<file path="src/rtl/pipeline_pkg.sv">
// pipeline_pkg: shared types and defaults for the fetch stage and its IF/ID register.
package pipeline_pkg;

  localparam int unsigned XLEN_DEF     = 32;
  localparam logic [31:0] NOP_WORD_DEF = 32'h0000_0000;

  typedef enum logic [1:0] {
    BOOT,
    FETCH,
    REDIRECT,
    HELD
  } fetch_state_t;

  typedef struct packed {
    logic [31:0]         instr;
    logic [XLEN_DEF-1:0] pc4;
    logic                valid;
  } if_id_t;

endpackage

</file>
<file path="src/rtl/fetch_unit_if_id_reg.sv">
// if_id_reg: IF/ID pipeline register; bubble beats load, otherwise it holds.
module if_id_reg
  import pipeline_pkg::*;
#(
  parameter int unsigned      XLEN     = XLEN_DEF,
  parameter logic [31:0]      NOP_WORD = NOP_WORD_DEF
) (
  input  logic            clk,
  input  logic            rst,
  input  logic            load,
  input  logic            bubble,
  input  logic [31:0]     instr_in,
  input  logic [XLEN-1:0] pc4_in,
  output logic [31:0]     instr,
  output logic [XLEN-1:0] pc4,
  output logic            valid
);

  logic [31:0]     instr_q, instr_d;
  logic [XLEN-1:0] pc4_q, pc4_d;
  logic            valid_q, valid_d;

  // Select between bubble, a new fetched word, or holding the current contents.
  always_comb begin
    instr_d = instr_q;
    pc4_d   = pc4_q;
    valid_d = valid_q;
    if (bubble) begin
      instr_d = NOP_WORD;
      pc4_d   = '0;
      valid_d = 1'b0;
    end else if (load) begin
      instr_d = instr_in;
      pc4_d   = pc4_in;
      valid_d = 1'b1;
    end
  end

  // Register the stage contents; reset leaves a bubble in place.
  always_ff @(posedge clk or posedge rst) begin
    if (rst) begin
      instr_q <= NOP_WORD;
      pc4_q   <= '0;
      valid_q <= 1'b0;
    end else begin
      instr_q <= instr_d;
      pc4_q   <= pc4_d;
      valid_q <= valid_d;
    end
  end

  assign instr = instr_q;
  assign pc4   = pc4_q;
  assign valid = valid_q;

endmodule

</file>
<file path="src/rtl/fetch_unit.sv">
// fetch_unit: instruction-fetch stage with PC, req/ready imem port, one-entry
// stall buffer and branch redirect handling (also while a request is in flight).
// Optional macro FETCH_PERF_CNT_EN adds saturating stall/flush/redirect counters.
module fetch_unit
  import pipeline_pkg::*;
#(
  parameter int unsigned      XLEN     = XLEN_DEF,
  parameter logic [XLEN-1:0]  RESET_PC = {XLEN{1'b0}},
  parameter logic [31:0]      NOP_WORD = NOP_WORD_DEF
) (
  input  logic            clk,
  input  logic            rst,
  input  logic            holdPC,
  input  logic            IF_ID_Flush,
  input  logic            isBranch,
  input  logic [XLEN-1:0] PC_offset,
  input  logic [XLEN-1:0] PC4_ID_EX,
  output logic            imem_req,
  output logic [XLEN-1:0] imem_addr,
  input  logic            imem_ready,
  input  logic [31:0]     imem_rdata,
  output logic [31:0]     instr_IF_ID,
  output logic [XLEN-1:0] PC4_IF_ID,
  output logic            valid_IF_ID
`ifdef FETCH_PERF_CNT_EN
  ,
  output logic [31:0]     stall_cnt,
  output logic [31:0]     flush_cnt,
  output logic [31:0]     redirect_cnt
`endif
);

  fetch_state_t    state_q, state_d;
  logic [XLEN-1:0] pc_q, pc_d;
  logic [XLEN-1:0] redirect_q, redirect_d;
  logic            kill_q, kill_d;
  logic [31:0]     buf_q, buf_d;

  logic [XLEN-1:0] pc_plus4;
  logic [XLEN-1:0] target_sum;
  logic [XLEN-1:0] branch_target;

  logic            ifid_load;
  logic            ifid_bubble;
  logic [31:0]     ifid_instr;
  logic [XLEN-1:0] ifid_pc4;

  assign pc_plus4      = pc_q + XLEN'(4);
  assign target_sum    = PC4_ID_EX + (PC_offset << 2);
  assign branch_target = {target_sum[XLEN-1:2], 2'b00};

  // State register plus PC, pending redirect, kill flag and stall buffer.
  always_ff @(posedge clk or posedge rst) begin
    if (rst) begin
      state_q    <= BOOT;
      pc_q       <= RESET_PC;
      redirect_q <= '0;
      kill_q     <= 1'b0;
      buf_q      <= '0;
    end else begin
      state_q    <= state_d;
      pc_q       <= pc_d;
      redirect_q <= redirect_d;
      kill_q     <= kill_d;
      buf_q      <= buf_d;
    end
  end

  // Next-state: a branch always returns to FETCH (or waits out a live request).
  always_comb begin
    state_d = state_q;
    case (state_q)
      BOOT:     state_d = FETCH;
      FETCH: begin
        if (imem_ready) begin
          if (!isBranch && holdPC) state_d = HELD;
        end else if (isBranch) begin
          state_d = REDIRECT;
        end
      end
      REDIRECT: if (imem_ready) state_d = FETCH;
      HELD:     if (isBranch || !holdPC) state_d = FETCH;
      default:  state_d = BOOT;
    endcase
  end

  // Outputs and datapath updates: memory request, PC, buffer and IF/ID controls.
  always_comb begin
    imem_req    = 1'b0;
    imem_addr   = pc_q;
    pc_d        = pc_q;
    redirect_d  = redirect_q;
    kill_d      = kill_q;
    buf_d       = buf_q;
    ifid_load   = 1'b0;
    ifid_bubble = 1'b0;
    ifid_instr  = imem_rdata;
    ifid_pc4    = pc_plus4;
    case (state_q)
      BOOT: ifid_bubble = 1'b1;
      FETCH: begin
        imem_req = 1'b1;
        if (imem_ready) begin
          if (isBranch) begin
            pc_d        = branch_target;
            ifid_bubble = 1'b1;
          end else if (holdPC) begin
            buf_d       = imem_rdata;
            ifid_bubble = IF_ID_Flush;
          end else if (IF_ID_Flush) begin
            ifid_bubble = 1'b1;
          end else begin
            ifid_load = 1'b1;
            pc_d      = pc_plus4;
          end
        end else if (isBranch) begin
          kill_d      = 1'b1;
          redirect_d  = branch_target;
          ifid_bubble = 1'b1;
        end else begin
          ifid_bubble = !holdPC || IF_ID_Flush;
        end
      end
      REDIRECT: begin
        imem_req    = 1'b1;
        ifid_bubble = 1'b1;
        if (isBranch) redirect_d = branch_target;
        if (imem_ready && kill_q) begin
          pc_d   = isBranch ? branch_target : redirect_q;
          kill_d = 1'b0;
        end
      end
      HELD: begin
        if (isBranch) begin
          pc_d        = branch_target;
          ifid_bubble = 1'b1;
        end else if (holdPC) begin
          ifid_bubble = IF_ID_Flush;
        end else begin
          ifid_load  = 1'b1;
          ifid_instr = buf_q;
          pc_d       = pc_plus4;
        end
      end
      default: ifid_bubble = 1'b1;
    endcase
  end

  if_id_reg #(
    .XLEN     (XLEN),
    .NOP_WORD (NOP_WORD)
  ) u_if_id (
    .clk      (clk),
    .rst      (rst),
    .load     (ifid_load),
    .bubble   (ifid_bubble),
    .instr_in (ifid_instr),
    .pc4_in   (ifid_pc4),
    .instr    (instr_IF_ID),
    .pc4      (PC4_IF_ID),
    .valid    (valid_IF_ID)
  );

`ifdef FETCH_PERF_CNT_EN
  logic [31:0] stall_cnt_q, stall_cnt_d;
  logic [31:0] flush_cnt_q, flush_cnt_d;
  logic [31:0] redirect_cnt_q, redirect_cnt_d;

  // Saturating increments for stall cycles, inserted bubbles and taken branches.
  always_comb begin
    stall_cnt_d    = stall_cnt_q;
    flush_cnt_d    = flush_cnt_q;
    redirect_cnt_d = redirect_cnt_q;
    if (holdPC && (stall_cnt_q != '1))         stall_cnt_d    = stall_cnt_q + 32'd1;
    if (ifid_bubble && (flush_cnt_q != '1))    flush_cnt_d    = flush_cnt_q + 32'd1;
    if (isBranch && (redirect_cnt_q != '1))    redirect_cnt_d = redirect_cnt_q + 32'd1;
  end

  // Counter registers, cleared by reset.
  always_ff @(posedge clk or posedge rst) begin
    if (rst) begin
      stall_cnt_q    <= '0;
      flush_cnt_q    <= '0;
      redirect_cnt_q <= '0;
    end else begin
      stall_cnt_q    <= stall_cnt_d;
      flush_cnt_q    <= flush_cnt_d;
      redirect_cnt_q <= redirect_cnt_d;
    end
  end

  assign stall_cnt    = stall_cnt_q;
  assign flush_cnt    = flush_cnt_q;
  assign redirect_cnt = redirect_cnt_q;
`endif

endmodule
</file>
<file path="config.mk">
export PLATFORM = sky130hd
export DESIGN_NAME = fetch_unit
export DESIGN_NICKNAME = d
export VERILOG_FILES = /design/src/rtl/pipeline_pkg.sv /design/src/rtl/fetch_unit_if_id_reg.sv /design/src/rtl/fetch_unit.sv
export SDC_FILE = /design/constraint.sdc
export NUM_CORES = 1
export LEC_CHECK = 0
export ABC_CLOCK_PERIOD_IN_PS = 8700
export BUFFER_PORTS_ARGS = -buffer_cell sky130_fd_sc_hd__buf_2
export CAP_MARGIN = 20
export CORE_MARGIN = 2
export CORE_UTILIZATION = 53
export DETAILED_ROUTE_END_ITERATION = 10
export GPL_TIMING_DRIVEN = 0
export PLACE_DENSITY = 0.78
export SLEW_MARGIN = 20
export SYNTH_ARGS = -nofsm -noshare
export SYNTH_HDL_FRONTEND = slang
export SYNTH_HIERARCHICAL = 1
export SYNTH_SLANG_ARGS = --single-unit
</file>
<file path="constraint.sdc">
create_clock -name clk -period 8.7 [get_ports clk]
set_input_delay 0.87 -clock clk [delete_from_list [all_inputs] [get_ports clk]]
set_output_delay 0.87 -clock clk [all_outputs]
set_load 0.05 [all_outputs]
</file>
# Word level (Yosys, flattened, before mapping)
# Index checks and enable logic that the tools add are counted.
[word_totals]
reg_bits = 164
inputBits = 102
[op_classes]
n_addsub = 2
n_eq_ne = 14
mux = 46
n_bitwise = 1
reduce_logical = 17
[ops]
columns = ["cell", "count"]
rows = [
  ["2-to-1 mux 32 bit", 16],
  ["case mux 32 bit (3 select lines)", 1],
  ["case mux 32 bit (2 select lines)", 1],
  ["adder 32 x 3 -> 32 bit (second input constant)", 1],
  ["adder 32 bit", 1],
  ["2-to-1 mux 1 bit", 19],
  ["!= test 3 bit (second input constant)", 5],
  ["!= test 2 bit (second input constant)", 6],
  ["2-to-1 mux 2 bit", 5],
  ["case mux 2 bit (4 select lines)", 1],
  ["AND reduction 4 bit", 2],
  ["AND reduction 6 bit", 1],
  ["equality test 2 bit (second input constant)", 2],
  ["case mux 1 bit (2 select lines)", 2],
  ["nonzero test 2 bit", 2],
  ["OR reduction 2 bit", 2],
  ["case mux 1 bit (3 select lines)", 1],
  ["AND reduction 3 bit", 1],
  ["nonzero test 3 bit", 1],
  ["equality test 2 x 1 -> 1 bit (second input constant)", 1],
  ["logical AND 1 bit", 2],
  ["logical NOT 1 bit", 2],
  ["logical NOT 2 bit", 1],
  ["logical OR 1 bit", 2],
  ["other kinds (2)", 2],
]

# Logic depth before layout (Yosys ltp)
[depth]
ltp_word = 7
mapped_depth = 12
ltp_nobuf = 10

# Hierarchy
# The synthesis kept the hierarchy.
[by_module_without_submodules]
columns = ["module", "instances", "cells_each", "area_each_um2", "seq_area_each_um2"]
rows = [
  ["fetch_unit", 1, 766, 7083.0, 2477.4],
  ["if_id_reg", 1, 210, 2640.0, 1626.6],
]

# Least setup slack after synthesis
# OpenSTA, ideal clock, no wires.
[synth_path]
kind = "input -> register"
start = "input port PC_offset[0]"
end = "register pc_q[28] (netlist: imem_addr[28])"
arrival_time_ps = 2848
required_ps = 8574
path_slack_ps = 5726
stages = 10
path_buffers = 0
cell_sequence = "ha_1 -> fa_1 -> a21o_2 -> a31o_1 -> a21oi_1 -> o21ai_0 -> nand2_1 -> a31oi_1 -> xor2_1 -> a221o_1"
[synth_via]
elab_chain_len = 4
[synth_lines]
columns = ["item", "line_no", "rtl"]
rows = [
  ["start, declared", "fetch_unit.sv:16", "input logic [XLEN-1:0] PC_offset,"],
  ["adder 32 bit *", "fetch_unit.sv:49", "assign target_sum = PC4_ID_EX + (PC_offset << 2);"],
  ["2-to-1 mux 32 bit, on equally long branches", "n/a", ""],
  ["2-to-1 mux 32 bit, on equally long branches", "fetch_unit.sv:128, fetch_unit.sv:103", ""],
  ["case mux 32 bit (3 select lines) *", "fetch_unit.sv:99", "case (state_q)"],
  ["end signal, assigned", "fetch_unit.sv:62", "pc_q <= pc_d;"],
  ["end, declared", "fetch_unit.sv:34", "logic [XLEN-1:0] pc_q, pc_d;"],
]
# Every way passes the cells marked *; elsewhere a longest branch is shown, timed or not. The select of a mux whose other input is x is not followed.
# A chain may end at the register's enable or synchronous reset.

# Final worst setup path
[layout_path]
start = "register state_q[0]"
end = "register pc_q[27] (netlist: imem_addr[27])"
[layout_via]
elab_chain_len = 3
[layout_lines]
columns = ["item", "line_no", "rtl"]
rows = [
  ["start, declared", "fetch_unit.sv:33", "fetch_state_t state_q, state_d;"],
  ["start signal, assigned", "fetch_unit.sv:61", "state_q <= state_d;"],
  ["equality test 2 x 1 -> 1 bit / equality test 2 bit (equally long branches)", "fetch_unit.sv:99", ""],
  ["!= test 3 bit (no source line) (tied with other cells)", "n/a", ""],
  ["AND reduction 6 bit (no source line)", "n/a", ""],
]
# Parallel ways exist; a longest one is shown, timed or not.

==> impl_results.rst <==
.. list-table::
   :header-rows: 1

   * - Metric
     - Value
   * - Outcome
     - completed
   * - Worst clock skew on the final layout
     - between 7 and 8 ps
   * - Most common cell type on the critical path
     - sky130_fd_sc_hd__clkbuf_1
   * - Number of global-route vias before repair
     - between 8000 and 9000
   * - Critical Path Start Type
     - flop
   * - Logic gate share of total power
     - between 40 and 50%
   * - Slowest Stage Delay on Critical Path
     - approximately 530 ps
   * - Setup TNS
     - 0 ps
   * - Number of search-and-repair iterations in the first detailed-routing pass
     - 5
   * - Share of final-layout standard cells stronger than drive strength 1
     - approximately 30%
   * - Total via count after detailed routing
     - roughly 8200
   * - Final worst-path cycle share
     - 36.2%
   * - Synthesized net count
     - 1114
   * - Overall fraction of global-route tracks in use
     - between 20% and 30%
   * - Post-DR vias/cell
     - 5.74
   * - Unrepaired setup endpoints after global routing
     - false
   * - CTS tree
     - yes
   * - Area growth, synth to finish
     - 19.8%
   * - Library cell used as clock root buffer
     - sky130_fd_sc_hd__clkbuf_16
   * - Leading cell type in the layout, fill and taps excluded
     - sky130_fd_sc_hd__buf_2
   * - Final weighted congestion of routability-driven global placement
     - slightly above 0.9
   * - Number of input and output port buffers inserted
     - between 150 and 200
   * - Overall die width
     - around 140 µm
   * - Yosys reg bits
     - between 150 and 200
   * - Data required time of the worst path
     - roughly 9000 ps
   * - Antenna Diode Count
     - 0
   * - Number of DRC markers in iteration 0
     - 640
   * - Most frequent cells in the layout
     - sky130_fd_sc_hd__buf_2, sky130_fd_sc_hd__dfrtp_1, sky130_fd_sc_hd__nor2_1
   * - Clock share of power
     - 21.8%
   * - # Post-CTS Setup Buffers
     - 0
   * - Achievable frequency
     - 318 MHz
   * - Final max-slew violation count
     - 0
   * - Inst Count DP
     - about 1400
   * - Post-CTS Hold Buffers
     - 0
   * - Count of cells resized by post-cts repair
     - 0
   * - Total Nets Final
     - ~1300
   * - Number of cell rows
     - slightly below 50
   * - Signal arrival time at the worst endpoint
     - 3460 ps
   * - Switching fraction of total power
     - 42.9%
   * - Post-layout instance count excluding filler cells
     - roughly 1400
   * - YS warnings
     - 6
   * - Per-instance average area after synthesis
     - between 9 and 10 µm²
   * - Net Switching
     - 1.51 mW
   * - Total wire length
     - roughly 26000 µm
   * - Drc violations
     - 0
   * - EDFF count, synth
     - 0
   * - Remaining antenna violation count after routing
     - 0
   * - Starting density of the core
     - between 50% and 60%
   * - Global route overflow
     - 0
   * - Max clock buf depth
     - 2
   * - Height of the die
     - 139 µm
   * - Max Fanout on Critical Path
     - 10
   * - Max transition margin
     - a little over two fifths
   * - Peak supply drop
     - 0.000192 V
   * - Internal cell power
     - 2.02 mW
   * - First-pass GRT wire length
     - between 40000 and 50000 µm
   * - Cell area after technology mapping
     - just under 10000 µm²
   * - H-tree depth reported by CTS
     - 4
   * - HPWL after DPL
     - 19300 µm
   * - Share of flip-flops with an asynchronous set or reset
     - between 90% and 100%
   * - Worst hold margin
     - 437 ps
   * - Transition time of the tightest slew-check pin
     - approximately 860 ps
   * - Post-synth cell types
     - 69
   * - Worst Setup Path Type
     - reg2reg
   * - Num ports
     - 200
   * - Final worst path period need
     - approximately 3100 ps
   * - Avg WL per Cell
     - roughly 18 µm
   * - Clk pin slew, worst setup/hold paths
     - about 60 ps
   * - Length in cells of the worst reg-to-reg path
     - 10
   * - Portion of total power attributed to sequential cells
     - about a third
   * - Power density over the cells
     - 303 nW/µm²
   * - Series of cell instances along the critical path
     - inv_1 > ha_1 > clkbuf_1 > a21oi_1 > nor2b_1 > o21ai_1 > or2_2 > clkbuf_1 > nor2_1 > a221o_1
   * - Area of the core
     - ~18000 µm²
   * - Static leakage
     - 5.51 nW
   * - Number of hold violations in the final report
     - 0
   * - Cell count after synthesis
     - 976
   * - Sink count of the clock tree
     - 164
   * - Later-pin clock latency in the skew report
     - approximately 430 ps
   * - Power consumption
     - around 3.5 mW
   * - Worst-path cell with the longest stage delay
     - sky130_fd_sc_hd__clkbuf_1
   * - Maximum number of pins on one net before global-route repair
     - between 60 and 70
   * - Flip-flop cell with the highest count after synthesis
     - sky130_fd_sc_hd__dfrtp_1
   * - # Max-Cap Violations
     - 0
   * - Number of setup violations in the final report
     - 0
   * - Number of antenna violations at the first check in global routing
     - 1
   * - Capturing element type of the critical path
     - flop
   * - Inserted Clock Buffers
     - 17
   * - Type of the most critical hold path
     - in2async
   * - Overall die area
     - 19400 µm²
   * - Sequential element share of the synthesized area
     - 42.2%
## through the flow
stage	util [%]	worst slack (ps)	area [µm²]
after floorplan	-	5240	9720
after global placement	61.2	3840	11000
after detailed placement	61.5	5290	11000
after CTS	64.8	5620	11600
after global routing	64.8	5420	11600
final	64.8	5550	11600
## kinds of logic (layout without fill, tap and decap cells)
group | count (synthesis) | in the layout | synth area share, %
buf+inv | 80 | 309 | 4.04
compound gates | 205 | 205 | 13.0
flops | 164 | 164 | 42.2
simple gates | 269 | 269 | 12.8
fa+ha+maj | 36 | 36 | 4.71
xor+xnor | 56 | 56 | 5.04
mux | 166 | 166 | 18.2
## synthesized netlist by cell type, types with 3 or more instances
cell	number	area [µm²]
sky130_fd_sc_hd__mux2i_1	81	811
sky130_fd_sc_hd__a22oi_1	6	45.0
sky130_fd_sc_hd__dfrtp_1	164	4100
sky130_fd_sc_hd__nor2b_1	5	31.3
sky130_fd_sc_hd__a21o_1	18	135
sky130_fd_sc_hd__xnor2_1	34	298
sky130_fd_sc_hd__buf_4	4	30.0
sky130_fd_sc_hd__inv_1	18	67.6
sky130_fd_sc_hd__nand3_1	19	95.1
sky130_fd_sc_hd__buf_1	7	26.3
sky130_fd_sc_hd__xor2_1	22	193
sky130_fd_sc_hd__o21ai_0	62	310
sky130_fd_sc_hd__o211ai_1	8	60.1
sky130_fd_sc_hd__a31oi_1	10	62.6
sky130_fd_sc_hd__a21oi_1	57	285
sky130_fd_sc_hd__nand4_1	8	50.1
sky130_fd_sc_hd__clkbuf_1	34	128
sky130_fd_sc_hd__nand2b_1	7	43.8
sky130_fd_sc_hd__or2_2	3	18.8
sky130_fd_sc_hd__nand2_1	69	259
sky130_fd_sc_hd__buf_8	5	75.1
sky130_fd_sc_hd__o21bai_1	3	22.5
sky130_fd_sc_hd__a221o_1	3	30.0
sky130_fd_sc_hd__buf_2	10	50.1
sky130_fd_sc_hd__o21a_1	4	30.0
sky130_fd_sc_hd__mux2_2	85	957
sky130_fd_sc_hd__nor3_1	9	45.0
sky130_fd_sc_hd__nor2_1	119	447
sky130_fd_sc_hd__and3_1	10	62.6
sky130_fd_sc_hd__o21ai_1	5	25.0
sky130_fd_sc_hd__o221ai_1	7	61.3
sky130_fd_sc_hd__ha_1	35	438
## cell type report
cell class / count / area, µm²
Buffer: 62 / 325
Clock buffer: 20 / 447
Clock inverter: 12 / 153
Fill cell: 1468 / 6320
Inverter: 18 / 75.1
Multi-Input combinational cell: 732 / 5230
Sequential cell: 164 / 4100
Tap cell: 229 / 287
Timing Repair Buffer: 197 / 1030
## final timing paths
kind,slack (ps),end,start
hold / removal,440,u_if_id/pc4[0],rst
min in group clk,480,redirect_q[5],redirect_q[5]
hold reg to reg,480,redirect_q[5],redirect_q[5]
setup / recovery,5550,imem_addr[27],state_q[0]
max in group asynchronous,7620,imem_addr[4],rst
setup reg to reg,5550,imem_addr[27],state_q[0]
## sequential cells by signal, summed over array words and instances, names as in the netlist
| name | count |
|---|---|
| u_if_id/valid | 1 |
| state_q | 2 |
| imem_addr | 32 |
| redirect_q | 32 |
| u_if_id/pc4 | 32 |
| u_if_id/instr | 32 |
| kill_q | 1 |
| buf_q | 32 |
## worst max-delay path: cells and delay by family (launching register included)
kind            cells  cell delay (ps)
buf+inv             3             1050
simple gates        3              520
fa+ha+maj           1              160
flops               1              420
compound gates      3              890
## routing by layer
metal / vias up / GRT usage (%) / share of wire (%)
met5: - / 0 / 0.035
met4: 2 / 9.89 / 2.7
met3: 48 / 5.85 / 7.6
met2: 359 / 44.0 / 48
met1: 3919 / 35.3 / 42
li1: 3897 / - / -
## power by group through the flow
stage / combinational, mW / clock [mW] / sequential [mW]
floorplan: 0.886 / 0 / 1.43
global placement: 1.51 / 0 / 1.18
detailed placement: 1.55 / 0 / 1.20
CTS: 1.56 / 0.778 / 1.19
global route: 1.69 / 0.808 / 1.22
finish: 1.57 / 0.769 / 1.19
Power figures use the tool's default switching activity.
